**config.mk**
```make
export PLATFORM = sky130hd
export DESIGN_NAME = serializer
export DESIGN_NICKNAME = d
export VERILOG_FILES = /design/src/rtl/serializer.sv
export SDC_FILE = /design/constraint.sdc
export NUM_CORES = 1
export LEC_CHECK = 0
export CAP_MARGIN = 30
export CORE_ASPECT_RATIO = 1.1
export CORE_UTILIZATION = 35
export CTS_CLUSTER_DIAMETER = 80
export CTS_CLUSTER_SIZE = 20
export DETAILED_ROUTE_END_ITERATION = 16
export GPL_ROUTABILITY_DRIVEN = 0
export PLACE_DENSITY = 0.68
export SYNTH_ARGS = -nofsm -noshare
export SYNTH_HDL_FRONTEND = slang
export SYNTH_SLANG_ARGS = --single-unit
```
**constraint.sdc**
```tcl
create_clock -name clk_i -period 1.9 [get_ports clk_i]
set_input_delay 0.19 -clock clk_i [delete_from_list [all_inputs] [get_ports clk_i]]
set_output_delay 0.19 -clock clk_i [all_outputs]
set_load 0.005 [all_outputs]
```
**src/rtl/serializer.sv**
```systemverilog
// Parallel-to-serial stream converter: one wide word in, NumBeats
// narrow beats out, LSB slice first, valid/ready on both sides.
module serializer #(
  parameter int unsigned DataWidth = 32,
  parameter int unsigned SerWidth  = 8
) (
  input  logic                 clk_i,
  input  logic                 rst_ni,
  input  logic                 clear_i,
  input  logic [DataWidth-1:0] data_i,
  input  logic                 valid_i,
  output logic                 ready_o,
  output logic [SerWidth-1:0]  ser_o,
  output logic                 ser_valid_o,
  input  logic                 ser_ready_i,
  output logic                 ser_last_o,
  output logic                 busy_o
);

  localparam int unsigned NumBeats = DataWidth / SerWidth;
  localparam int unsigned CntW =
    (NumBeats > 1) ? $clog2(NumBeats) : 1;
  localparam logic [CntW-1:0] LastCnt = CntW'(NumBeats - 1);

  localparam logic [0:0] IDLE  = 1'b0;
  localparam logic [0:0] SHIFT = 1'b1;

  if (DataWidth < SerWidth || (DataWidth % SerWidth) != 0) begin : g_bad_cfg
    $error("serializer: DataWidth must be a multiple of SerWidth");
  end

  logic [0:0]           state_q;
  logic [DataWidth-1:0] shreg_q;
  logic [CntW-1:0]      cnt_q;
  logic                 last;
  logic                 in_hs;
  logic                 ser_hs;

  assign busy_o      = (state_q == SHIFT);
  assign ser_valid_o = busy_o;
  assign last        = busy_o && (cnt_q == LastCnt);
  assign ser_last_o  = last;
  assign ser_o       = shreg_q[SerWidth-1:0];

  // Accept during the final beat so back-to-back words leave no bubble.
  assign ready_o = !clear_i && (!busy_o || (last && ser_ready_i));
  assign in_hs   = valid_i && ready_o;
  assign ser_hs  = busy_o && ser_ready_i;

  always_ff @(posedge clk_i or negedge rst_ni) begin
    if (!rst_ni) begin
      state_q <= IDLE;
      shreg_q <= '0;
      cnt_q   <= '0;
    end else begin
      priority case (1'b1)
        clear_i: begin
          state_q <= IDLE;
          shreg_q <= '0;
          cnt_q   <= '0;
        end
        in_hs: begin
          state_q <= SHIFT;
          shreg_q <= data_i;
          cnt_q   <= '0;
        end
        (ser_hs && last): begin
          state_q <= IDLE;
          shreg_q <= '0;
          cnt_q   <= '0;
        end
        ser_hs: begin
          shreg_q <= shreg_q >> SerWidth;
          cnt_q   <= cnt_q + 1'b1;
        end
        default: ;
      endcase
    end
  end

endmodule

```
==> run_results.csv <==
group,metric,value,unit
hold_path,min_path_type,"primary input to asynchronous set/reset pin",
timing,final_max_tran_viols,0,
final_layout,fin_nets,250,
cts,clk_pin_slew_worst_paths,0.07,ns
placed_design,buffer_ports.inserted,48,
floorplan,fp.dieArea,5410,µm²
setup_path,cp_cell_sequence,"ha_4 > a21boi_4 > nor2_2 > clkdlybuf4s50_1",
cts,master_cell_of_the_clock_root_buffer,"sky130_fd_sc_hd__clkbuf_8",
timing,min_hold_slack,0.322,ns
setup_path,cpPeakStageDelay,0.44,ns
timing,max_clock_freq,0.552,GHz
timing,finalClockSkew,0.00511,ns
timing,timing.max_slew.rel_slack,70.7,%
setup_path,timing.setup.critical_path_class,"flop to primary output",
setup_path,worstReg2RegEnd,"shreg_q[5]",
yosys,synth-seq-area-share,48.8,%
power,max-vdd-ir-drop,0.000284,V
global_routing,grt_overflow,0,
routing,avgRoutedWirePerCell,14.8,µm
yosys,synthesis_stage_register_bit_count,35,
flow_run,maxcap_violations,0,
floorplan,die_height,77.1,µm
routing,antenna_violating_nets_post_route,0,
cts,number_of_gates_given_a_new_drive_strength_after_cts,2,
cts,clock_tree_from_tritoncts,"yes",
cts,cts-buffers-inserted,5,
floorplan,ios,49,
cts,cts-hold-fix-buffers,0,
setup_path,critPathCaptureType,"primary output",
global_routing,grt_pass1_wl,6640,µm
setup_path,worst_ep_required_time,1.71,ns
outcome,result_of_the_run,"finished, final reports clean",
final_layout,area.growth.synth_to_final,36.8,%
yosys,post_synthesis_cell_count,166,
yosys,postSynthNetCount,204,
timing,finalHoldViolations,0,
power,power_density,746,nW/µm²
floorplan,die_width,70.2,µm
cts,worstSkewPairLatency,0.28,ns
yosys,synth_area,1790,µm²
global_routing,antenna_found_initial,0,
timing,final.setup.tns,0,ns
routing,first_pass_iters,4,
routing,drc,0,
setup_path,r2r_start,"cnt_q[0]",
final_layout,filler_cell_count,429,
routing,drt_wl_total,3970,µm
global_routing,grt_use_total,15.7,%
routing,drtIter0Drc,60,
timing,rsz0062_at_grt,"no",
setup_path,timing.critical_path.fanout_max,5,
timing,final.period_utilization,95.4,%
yosys,yosysUniqueCellTypes,26,
placed_design,hpwl,2910,µm
setup_path,crit_slowest_cell,"sky130_fd_sc_hd__clkdlybuf4s50_1",
floorplan,placeableCoreArea,4780,µm²
setup_path,r2r_setup_slack,0.32,ns
setup_path,r2r.worst_path.cells,5,
timing,setup-violations-final,0,
cts,cts-htree-levels,2,
final_layout,postLayoutCellArea,2450,µm²
cts,sinks_on_clock_net,35,
floorplan,initial_core_util,37.5,%
timing,worst-slew-pin-transition,0.440,ns
placed_design,detailed_place.area,2320,µm²
routing,detail_route.vias_per_cell,5.10,
global_routing,first_global_vias,1377,
yosys,synth.avg_cell_area,10.8,µm²
cts,number_of_post_cts_setup_repair_buffers,0,
setup_path,critical_path.startpoint_type,"flop",
floorplan,floorplan.rows,26,
timing,min_period,1.81,ns
yosys,synthesis_warnings,0,
routing,dr_total_vias,1372,
setup_path,worst_ep_arrival_time,1.62,ns
final_layout,antenna_cells_inserted,0,
power,power.static_leakage,1.05,nW
cts,ctsLongestPathBuffers,2,
global_routing,grt_start_max_net_pins,36,
final_layout,final_layout_size_suffix_gt1_share,13.1,%
-- through the flow --
step,utilization (%),instances,worst slack [ns],power (mW)
after floorplan,-,166,0.360,1.00
after global placement,48.5,261,0.0924,1.16
after detailed placement,48.5,261,0.0856,1.16
after CTS,51.1,269,0.0278,1.85
after global routing,51.3,269,0.0173,1.93
final,51.3,269,0.0878,1.83
-- worst max-delay path: cells and delay by family (launching register included) --
family | cells | cell delay (ns)
fa+ha+maj | 1 | 0.20
flops | 1 | 0.43
simple gates | 1 | 0.07
buf+inv | 1 | 0.44
compound gates | 1 | 0.20
-- metal layers --
metal	vias to the layer above	GRT usage, %	routed length [µm]
li1	696	-	-
met1	638	20.6	1840
met2	34	25.3	1910
met3	4	4.34	184
met4	0	4.20	30
met5	-	0	0
-- sequential cells by signal, summed over array words and instances, names as in the netlist --
signal / cells
cnt_q: 2
shreg_q: 32
busy_o: 1
-- layout make-up --
| class | instances | area, µm² | share of cell area, % |
|---|---|---|---|
| Sequential cell | 35 | 876 | 35.7 |
| Multi-Input combinational cell | 108 | 791 | 32.2 |
| Clock buffer | 6 | 82.6 | 3.37 |
| Tap cell | 56 | 70.1 | 2.86 |
| Timing Repair Buffer | 62 | 598 | 24.4 |
| Clock inverter | 2 | 35.0 | 1.43 |
-- cells in the final DEF (no fill, tap or decap), drive strengths merged --
cell	count
or3	1
clkinv	1
a211oi	11
mux2i	1
and2	15
clkdlybuf4s50	48
nand2b	11
o21ai	1
nor3b	2
ha	1
nor2b	2
a22o	8
bufinv	1
a21oi	1
buf	14
nor2	3
and4bb	1
nand2	11
o22a	11
or3b	1
a221o	13
clkbuf	6
a21boi	1
dfrtp	35
nor3	13
-- Yosys cell counts --
master	count	area [µm²]
sky130_fd_sc_hd__dfrtp_1	35	876
sky130_fd_sc_hd__and2_1	15	93.8
sky130_fd_sc_hd__a221o_1	13	130
sky130_fd_sc_hd__nor3_1	13	65.1
sky130_fd_sc_hd__a211oi_1	11	82.6
sky130_fd_sc_hd__nand2_1	11	41.3
sky130_fd_sc_hd__nand2b_1	11	68.8
sky130_fd_sc_hd__o22a_1	11	96.3
sky130_fd_sc_hd__buf_4	10	75.1
sky130_fd_sc_hd__a22o_1	8	70.1
sky130_fd_sc_hd__buf_2	6	30.0
sky130_fd_sc_hd__clkbuf_1	3	11.3
sky130_fd_sc_hd__nor2_1	3	11.3
sky130_fd_sc_hd__buf_1	2	7.51
sky130_fd_sc_hd__buf_6	2	22.5
sky130_fd_sc_hd__nor2b_1	2	12.5
sky130_fd_sc_hd__a21boi_4	1	18.8
sky130_fd_sc_hd__a21oi_1	1	5.00
sky130_fd_sc_hd__and4bb_1	1	12.5
sky130_fd_sc_hd__ha_1	1	12.5
sky130_fd_sc_hd__mux2i_1	1	10.0
sky130_fd_sc_hd__nor3b_1	1	7.51
sky130_fd_sc_hd__nor3b_2	1	12.5
sky130_fd_sc_hd__o21ai_0	1	5.00
sky130_fd_sc_hd__or3_1	1	6.26
sky130_fd_sc_hd__or3b_2	1	8.76
-- how the worst max path moves through the flow --
stage             endpoint  depth (start not counted)  slack (ns)     start
3_5_place_dp    shreg_q[0]                          4        0.09   clear_i
2_1_floorplan  shreg_q[15]                          5        0.36  cnt_q[0]
4_1_cts            ready_o                          4        0.03  cnt_q[0]
3_3_place_gp   shreg_q[22]                          4        0.09   clear_i
5_1_grt            ready_o                          4        0.02  cnt_q[0]
6_report           ready_o                          4        0.09  cnt_q[0]
-- kinds of logic (layout without fill, tap and decap cells) --
kind of cell / after synthesis / in the layout / synth area share, %
and+or+nand+nor: 60 / 60 / 19.0
DFF: 35 / 35 / 48.8
AOI/OAI and AO/OA: 46 / 46 / 22.7
muxes: 1 / 1 / 0.558
adders and majority gates: 1 / 1 / 0.698
buffers and inverters: 23 / 70 / 8.16
-- report_power, final --
part	total [mW]	internal (mW)	switching, mW
registers	0.835	0.801	0.0343
logic	0.313	0.187	0.126
clock network	0.682	0.424	0.258
(Power assumes the default switching activity.)
